$ cat config.mk
export PLATFORM = sky130hd
export DESIGN_NAME = si_reset_sequencer
export DESIGN_NICKNAME = d
export VERILOG_FILES = /design/src/rtl/si_seq_pkg.sv /design/src/rtl/si_seq_counter.sv /design/src/rtl/si_reset_sequencer.sv
export SDC_FILE = /design/constraint.sdc
export NUM_CORES = 1
export LEC_CHECK = 0
export ABC_AREA = 1
export BUFFER_PORTS_ARGS = -buffer_cell sky130_fd_sc_hd__buf_4
export CORE_MARGIN = 3
export CORE_UTILIZATION = 61
export DETAILED_ROUTE_END_ITERATION = 12
export PLACE_DENSITY_LB_ADDON = 0.3
export SLEW_MARGIN = 20
export SYNTH_ARGS = -nofsm -noshare
export SYNTH_HDL_FRONTEND = slang
export SYNTH_SLANG_ARGS = --single-unit
$ cat constraint.sdc
create_clock -name SI_ClkIn -period 3 [get_ports SI_ClkIn]
set_input_delay 0.6 -clock SI_ClkIn [delete_from_list [all_inputs] [get_ports SI_ClkIn]]
set_output_delay 0.6 -clock SI_ClkIn [all_outputs]
set_load 0.02 [all_outputs]
$ cat src/rtl/si_seq_pkg.sv
// Shared encodings and elaboration helpers for the reset/run-window sequencer.
package si_seq_pkg;

  localparam logic [1:0] HOLD    = 2'd0;
  localparam logic [1:0] RELEASE = 2'd1;
  localparam logic [1:0] RUN     = 2'd2;
  localparam logic [1:0] DONE    = 2'd3;

  function automatic int rel_offset(input int idx, input int stagger);
    return idx * stagger;
  endfunction

endpackage

$ cat src/rtl/si_seq_counter.sv
// Up-counter with synchronous clear, enable and optional saturation at all-ones.
module si_seq_counter #(
  parameter int CNT_W = 32,
  parameter bit SAT   = 1'b0
) (
  input  logic             clk,
  input  logic             rst,
  input  logic             clr,
  input  logic             en,
  output logic [CNT_W-1:0] q
);

  logic [CNT_W-1:0] q_r;
  logic             at_max_s;

  assign at_max_s = SAT && (&q_r);

  // Count register; clear has priority over counting
  always_ff @(posedge clk or posedge rst) begin
    if (rst) begin
      q_r <= {CNT_W{1'b0}};
    end else if (clr) begin
      q_r <= {CNT_W{1'b0}};
    end else if (en && !at_max_s) begin
      q_r <= q_r + CNT_W'(1);
    end
  end

  assign q = q_r;

endmodule

$ cat src/rtl/si_reset_sequencer.sv
// Staggered reset release followed by a bounded run window, with cold/warm restart.
module si_reset_sequencer
  import si_seq_pkg::*;
#(
  parameter int NUM_CH    = 3,
  parameter int COLD_HOLD = 10,
  parameter int WARM_HOLD = 4,
  parameter int STAGGER   = 2,
  parameter int RUN_LIMIT = 1000,
  parameter int CNT_W     = 32
) (
  input  logic              SI_ClkIn,
  input  logic              SI_Reset,
  input  logic              cold_req,
  input  logic              warm_req,
  output logic [NUM_CH-1:0] rst_out_n,
  output logic              cold_rst_n,
  output logic              busy,
  output logic [CNT_W-1:0]  run_cnt,
  output logic              stop,
  output logic              done
);

  localparam logic [CNT_W-1:0] COLD_M1    = CNT_W'(COLD_HOLD - 1);
  localparam logic [CNT_W-1:0] WARM_M1    = CNT_W'(WARM_HOLD - 1);
  localparam logic [CNT_W-1:0] LAST_OFF   = CNT_W'(rel_offset(NUM_CH - 1, STAGGER));
  localparam int               RUN_TERM_I = (RUN_LIMIT == 0) ? 0 : RUN_LIMIT - 1;
  localparam logic [CNT_W-1:0] RUN_TERM   = CNT_W'(RUN_TERM_I);
  localparam bit               RUN_BOUNDED = (RUN_LIMIT != 0);

  logic [1:0]        state_r;
  logic              cold_r;
  logic [NUM_CH-1:0] rst_out_n_r;
  logic              cold_rst_n_r;
  logic              busy_r;
  logic              stop_r;
  logic              done_r;

  logic [CNT_W-1:0]  cnt_s;
  logic [CNT_W-1:0]  run_cnt_s;
  logic [NUM_CH-1:0] rel_hit_s;
  logic              req_any_s;
  logic              hold_end_s;
  logic              last_rel_s;
  logic              run_term_s;
  logic              cnt_clr_s;
  logic              cnt_en_s;
  logic              run_clr_s;
  logic              run_en_s;

  si_seq_counter #(.CNT_W(CNT_W), .SAT(1'b0)) u_hold_cnt (
    .clk (SI_ClkIn),
    .rst (SI_Reset),
    .clr (cnt_clr_s),
    .en  (cnt_en_s),
    .q   (cnt_s)
  );

  si_seq_counter #(.CNT_W(CNT_W), .SAT(1'b1)) u_run_cnt (
    .clk (SI_ClkIn),
    .rst (SI_Reset),
    .clr (run_clr_s),
    .en  (run_en_s),
    .q   (run_cnt_s)
  );

  genvar gi;
  generate
    for (gi = 0; gi < NUM_CH; gi++) begin : g_rel
      localparam logic [CNT_W-1:0] OFF = CNT_W'(rel_offset(gi, STAGGER));
      assign rel_hit_s[gi] = (cnt_s == OFF);
    end
  endgenerate

  // Counter control and end-of-phase decodes
  always_comb begin
    req_any_s  = cold_req | warm_req;
    hold_end_s = (cnt_s == (cold_r ? COLD_M1 : WARM_M1));
    last_rel_s = (cnt_s == LAST_OFF);
    run_term_s = RUN_BOUNDED && (run_cnt_s == RUN_TERM);
    cnt_clr_s  = 1'b0;
    cnt_en_s   = 1'b0;
    run_clr_s  = 1'b0;
    run_en_s   = 1'b0;
    case (state_r)
      HOLD: begin
        if (cold_req || hold_end_s) begin
          cnt_clr_s = 1'b1;
        end else begin
          cnt_en_s = 1'b1;
        end
      end
      RELEASE: begin
        if (req_any_s || last_rel_s) begin
          cnt_clr_s = 1'b1;
          run_clr_s = req_any_s;
        end else begin
          cnt_en_s = 1'b1;
        end
      end
      RUN: begin
        if (req_any_s) begin
          cnt_clr_s = 1'b1;
          run_clr_s = 1'b1;
        end else begin
          run_en_s = !run_term_s;
        end
      end
      DONE: begin
        if (req_any_s) begin
          cnt_clr_s = 1'b1;
          run_clr_s = 1'b1;
        end else begin
          cnt_en_s = 1'b0;
        end
      end
      default: begin
        cnt_clr_s = 1'b1;
        run_clr_s = 1'b1;
      end
    endcase
  end

  // Sequencer state and registered outputs; a request outranks a pending stop
  always_ff @(posedge SI_ClkIn or posedge SI_Reset) begin
    if (SI_Reset) begin
      state_r      <= HOLD;
      cold_r       <= 1'b1;
      rst_out_n_r  <= {NUM_CH{1'b0}};
      cold_rst_n_r <= 1'b0;
      busy_r       <= 1'b1;
      stop_r       <= 1'b0;
      done_r       <= 1'b0;
    end else begin
      stop_r <= 1'b0;
      case (state_r)
        HOLD: begin
          if (cold_req) begin
            cold_r       <= 1'b1;
            cold_rst_n_r <= 1'b0;
          end else if (hold_end_s) begin
            state_r      <= RELEASE;
            cold_rst_n_r <= 1'b1;
          end
        end
        RELEASE, RUN, DONE: begin
          if (req_any_s) begin
            state_r     <= HOLD;
            rst_out_n_r <= {NUM_CH{1'b0}};
            done_r      <= 1'b0;
            busy_r      <= 1'b1;
            cold_r      <= cold_req;
            if (cold_req) begin
              cold_rst_n_r <= 1'b0;
            end
          end else if (state_r == RELEASE) begin
            rst_out_n_r <= rst_out_n_r | rel_hit_s;
            if (last_rel_s) begin
              state_r <= RUN;
              busy_r  <= 1'b0;
            end
          end else if ((state_r == RUN) && run_term_s) begin
            state_r <= DONE;
            stop_r  <= 1'b1;
            done_r  <= 1'b1;
          end
        end
        default: begin
          state_r <= HOLD;
        end
      endcase
    end
  end

  assign rst_out_n  = rst_out_n_r;
  assign cold_rst_n = cold_rst_n_r;
  assign busy       = busy_r;
  assign run_cnt    = run_cnt_s;
  assign stop       = stop_r;
  assign done       = done_r;

endmodule

Word level (Yosys, flattened, before mapping):

Index checks and enable logic that the tools add are counted.

* output and inout bits: 39
* input bits: 4
* register bits: 74
* word-level logic and storage cells: 94

* add/subtract/negate cells: 2
* bitwise gates (word level): 2
* equal/unequal tests: 16
* reductions and logical operators: 22
* multiplexer cells: 43

Operators with widths (count)
* two-way mux 32 bit: 4
* adder 32 x 1 -> 32 bit, second input constant: 2
* == test 32 x 10 -> 1 bit, second input constant: 1
* == test 32 x 2 -> 1 bit, second input constant: 1
* == test 32 x 3 -> 1 bit, second input constant: 1
* == test 32 x 4 -> 1 bit: 1
* logical NOT 32 bit: 1
* AND reduction 32 bit: 1
* two-way mux 1 bit: 24
* two-way mux 2 bit: 6
* != test 2 bit, second input constant: 6
* nonzero test 2 bit: 5
* AND reduction 3 bit: 3
* != test 4 bit, second input constant: 2
* case mux 1 bit (2 select lines): 4
* two-way mux 3 bit: 2
* == test 2 bit, second input constant: 2
* two-way mux 4 bit: 1
* case mux 2 bit (2 select lines): 1
* AND reduction 2 bit: 2
* AND reduction 4 bit: 1
* != test 3 bit, second input constant: 1
* OR 3 bit: 1
* case mux 1 bit (3 select lines): 1
* 8 further kinds: 11

Logic depth before layout (Yosys ltp):

* word-level depth: 7
* gate-level depth with buffers: 11

Cells and area by module:

A second synthesis with hierarchy kept.

* cell total of the unflattened synthesis: 779
* area total of the unflattened synthesis: 5021.1 um^2

Modules (own cells, without submodules)
* si_seq_counter (u_run_cnt): instances 1, area each 2253.4 um^2, cells each 353
* si_seq_counter (u_hold_cnt): instances 1, area each 1881.8 um^2, cells each 270
* si_reset_sequencer: instances 1, area each 885.8 um^2, cells each 156

Least setup slack after synthesis:

OpenSTA, ideal clock, no wires.

* path kind: register -> register
* start: register u_run_cnt.q_r[0], in the netlist u_run_cnt.q[0]
* end: register u_run_cnt.q_r[4], in the netlist u_run_cnt.q[4]
* path buffers: 1
* clock period less this slack: 1.819 ns
* data required time: 2.881 ns
* path slack: 1.181 ns
* setup time: 0.119 ns
* arrival: 1.700 ns
* cell stages (with the launch flop): 12
* path through: dfrtp_1 -> ha_1 -> nand2_2 -> nor2_4 -> nand2_4 -> nor2_4 -> nand2_2 -> nand3_4 -> nand2_4 -> buf_6 -> nand2_1 -> o21ai_2

* cells in the longest elaborated chain, start to end: 6
* elaborated cells on any way between the ends: 11
* classes of those cells: add/sub (1); eq/ne (1); mux (4); reduce/logical (5)

RTL lines
* from (decl): RTL line si_seq_counter.sv:13 `logic [CNT_W-1:0] q_r;`
* from (signal assigned): RTL line si_seq_counter.sv:21 `q_r <= {CNT_W{1'b0}};`
* from (signal assigned): RTL line si_seq_counter.sv:23 `q_r <= {CNT_W{1'b0}};`
* from (signal assigned): RTL line si_seq_counter.sv:25 `q_r <= q_r + CNT_W'(1);`
* parallel branches: the longest is 6 deep, another holds adder 32 x 1 -> 32 bit

Several ways; the timed one is not identified. The select of a mux whose other input is x is not followed.
A chain may end at the register's enable or synchronous reset.

Worst setup path in the final report:

* start: register u_run_cnt.q_r[0], in the netlist u_run_cnt.q[0]
* end: register u_run_cnt.q_r[9], in the netlist u_run_cnt.q[9]

Same word-level chain as after synthesis.

==> metrics.cfg <==
[critical_path]
critPathRequiredTime_ns = 3.23
crit_path_end_kind = flop
start_kind = flop
cp.arrival_ns = 2.68
critical_path_class = reg2reg
cp_max_fo = 40

[synth]
synth.area.mux_share_pct = 0
synth_top_family_by_area = simple AND/OR/NAND/NOR gates
synthAdderAreaFrac_pct = 0.9585
ys_seq_area_share_pct = 35.51
synth_area_leaders = dfrtp_1, nand2_1, nor2_1, nand3_1, inv_1
synth_most_common_cell = nand2_1
synth_cell_types = 32
synth_xor_xnor_area_share_pct = 5.368
synthesis.area_um2 = 5221
synth_commonest_cells = nand2_1, nor2_1, inv_1
synth_compound_area_share_pct = 6.662
avgSynthCellArea_um2 = 6.609
synthArstFlopShare_pct = 100.0
synth_ff_type = dfrtp_1
synthCells = 790
synth_edf_count = 0
syn_nets = 798
synth_largest_area_cell = dfrtp_1
synth_top_area_share_pct = 34.51
ys_seq_elements = 74
yosys_warnings = 0
synthSimpleGateAreaFrac_pct = 42.92

[power]
powerDensity_nw_per_um2 = 691.0
irDropWorstVdd_v = 0.0005712
p_leak_uw = 0.002653

[cells_and_area]
fin_area_um2 = 5772
drive_above_1_share_pct = 13.24
syn_to_final_growth_pct = 10.54
diodes = 0
finish.utilization_pct = 69.89
fin_nets = 834

[worst_hold_path]
holdCritPathClass = in2async

[timing]
final-max-slew-violation-count = 0
holdWs_ns = 0.2980
setup_viol = 0
timing.clock.skew_ns = 0.01258
setup_slack_ns = 0.5537
tightest_slew_ns = 0.7877
finalHoldViolCount = 0
tns_ns = 0
max_slew_margin_pct = 47.36
rsz0062_at_grt = false
finalCritPeriodShare_pct = 81.54
finalCriticalPeriod_ns = 2.446
max_freq_mhz = 408.8

[global_route]
grt.total_usage_pct = 29.54
grt_pass1_vias = 5034
grt_max_degree = 41
grt_overflow = 0
grt_pass1_wl_um = 23400
antenna_found_initial = 0

[floorplanning]
die_area_um2 = 9705
die_h_um = 98.52
fp.dieW_um = 98.52
start_util_pct = 63.23
rows = 33
pin_count = 43
core_um2 = 8258

[routing]
vias = 5274
route.detailed.drc = 0
totalWireLength_um = 13750
vias_per_cell = 5.635
wl_per_cell_um = 14.69
antenna_left = 0
drt-pass1-iter-count = 6
first_iter_violations = 572

[flow_run]
maxCapViolations = 0

[placement]
portBuffers = 42
hpwl_um = 10240
place_ws_ns = 0.6074
placed_area_um2 = 5569
gp_congestion = 0.9714

[run_status]
status = finished, final reports clean

[clock_network]
htreeDepth = 3
post-cts-setup-buffer-count = 0
numClockSinks = 74
cts_inserted_buffers = 9
insertion_delay_ns = 0.36
clock_tree.buffer_depth = 2
postCtsResizedCells = 0
cts_tree = done
cts_hold_buffers = 0
root_buffer = clkbuf_8
cts.reportedPaths.clkPinSlew_ns = 0.09

-- area by class of cell --
type | instances | area [µm²]
multi-input combinational | 616 | 2922
fill | 740 | 2486
sequential | 74 | 1854
timing repair buffer | 48 | 372.9
inverter | 77 | 289.0
clock buffer | 11 | 141.4
tap | 105 | 131.4
clock inverter | 5 | 61.31
-- flip-flops by register name (all words and copies together) (netlist names) --
register and flops:
u_run_cnt.q 32, stop 1, rst_out_n 3, u_hold_cnt.q 32, cold_rst_n 1, state_r 2
busy 1, done 1, cold_r 1
-- metal layers --
metal	routed length, µm	global-route usage [%]	share of wire, %	up-vias
li1	-	-	-	2551
met1	5959	42.16	43	2436
met2	6290	45.81	46	254
met3	1167	4.671	8.5	33
met4	331	10.71	2.4	0
met5	0	0	0	-
-- layout by cell type (no fill, tap or decap), drive strengths merged --
master | Yosys | routed
nor2 | 146 | 146
inv | 77 | 78
nand3b | 2 | 2
o21ai | 48 | 48
nor3 | 20 | 20
clkbuf | 6 | 11
nand3 | 68 | 68
a21oi | 4 | 4
a22o | 1 | 1
o21a | 1 | 1
or2 | 1 | 1
bufinv | 0 | 1
nand2 | 274 | 274
nand4 | 14 | 14
xnor2 | 7 | 7
ha | 4 | 4
clkinvlp | 0 | 3
dfrtp | 72 | 72
buf | 17 | 48
nor3b | 1 | 1
dfstp | 2 | 2
xor2 | 25 | 25
-- power by group --
part / internal (µW) / switching [µW] / total (µW)
Combinational: 560 / 1040 / 1600
Clock: 411 / 416 / 826
Sequential: 1200 / 358 / 1560
-- stage by stage --
stage | total power [µW] | cells
2_1_floorplan | 2643 | 790
3_3_place_gp | 3093 | 920
3_5_place_dp | 3162 | 920
4_1_cts | 3979 | 936
5_1_grt | 4242 | 936
6_report | 3988 | 936
-- critical path: stages, from the launching register on --
cell and delay (ns):
dfrtp_1 0.45, ha_1 0.32, inv_1 0.06, nor2_1 0.10
nand4_1 0.08, nor2_1 0.22, nand2_1 0.16, nand3_4 0.31
nand2_4 0.36, nand2_1 0.18, o21ai_2 0.07
-- path summary, 6_finish.rpt --
path                           startpoint              end  cells after the start  slack, ns
max                        u_run_cnt.q[0]   u_run_cnt.q[9]                     10       0.55
min                              SI_Reset     rst_out_n[0]                      2       0.30
max reg2reg                u_run_cnt.q[0]   u_run_cnt.q[9]                     10       0.55
min reg2reg                          busy             busy                      2       0.48
max in group asynchronous        SI_Reset  u_hold_cnt.q[3]                      3       2.05
min in group SI_ClkIn                busy             busy                      2       0.48
-- logic make-up after synthesis --
logic type | after synthesis
adders and majority gates | 4
buffers and inverters | 100
xor gates and xnor gates | 32
and+or+nand+nor | 526
DFF | 74
AOI/OAI and AO/OA | 54
Note: power is estimated with default switching activity, not from simulation.
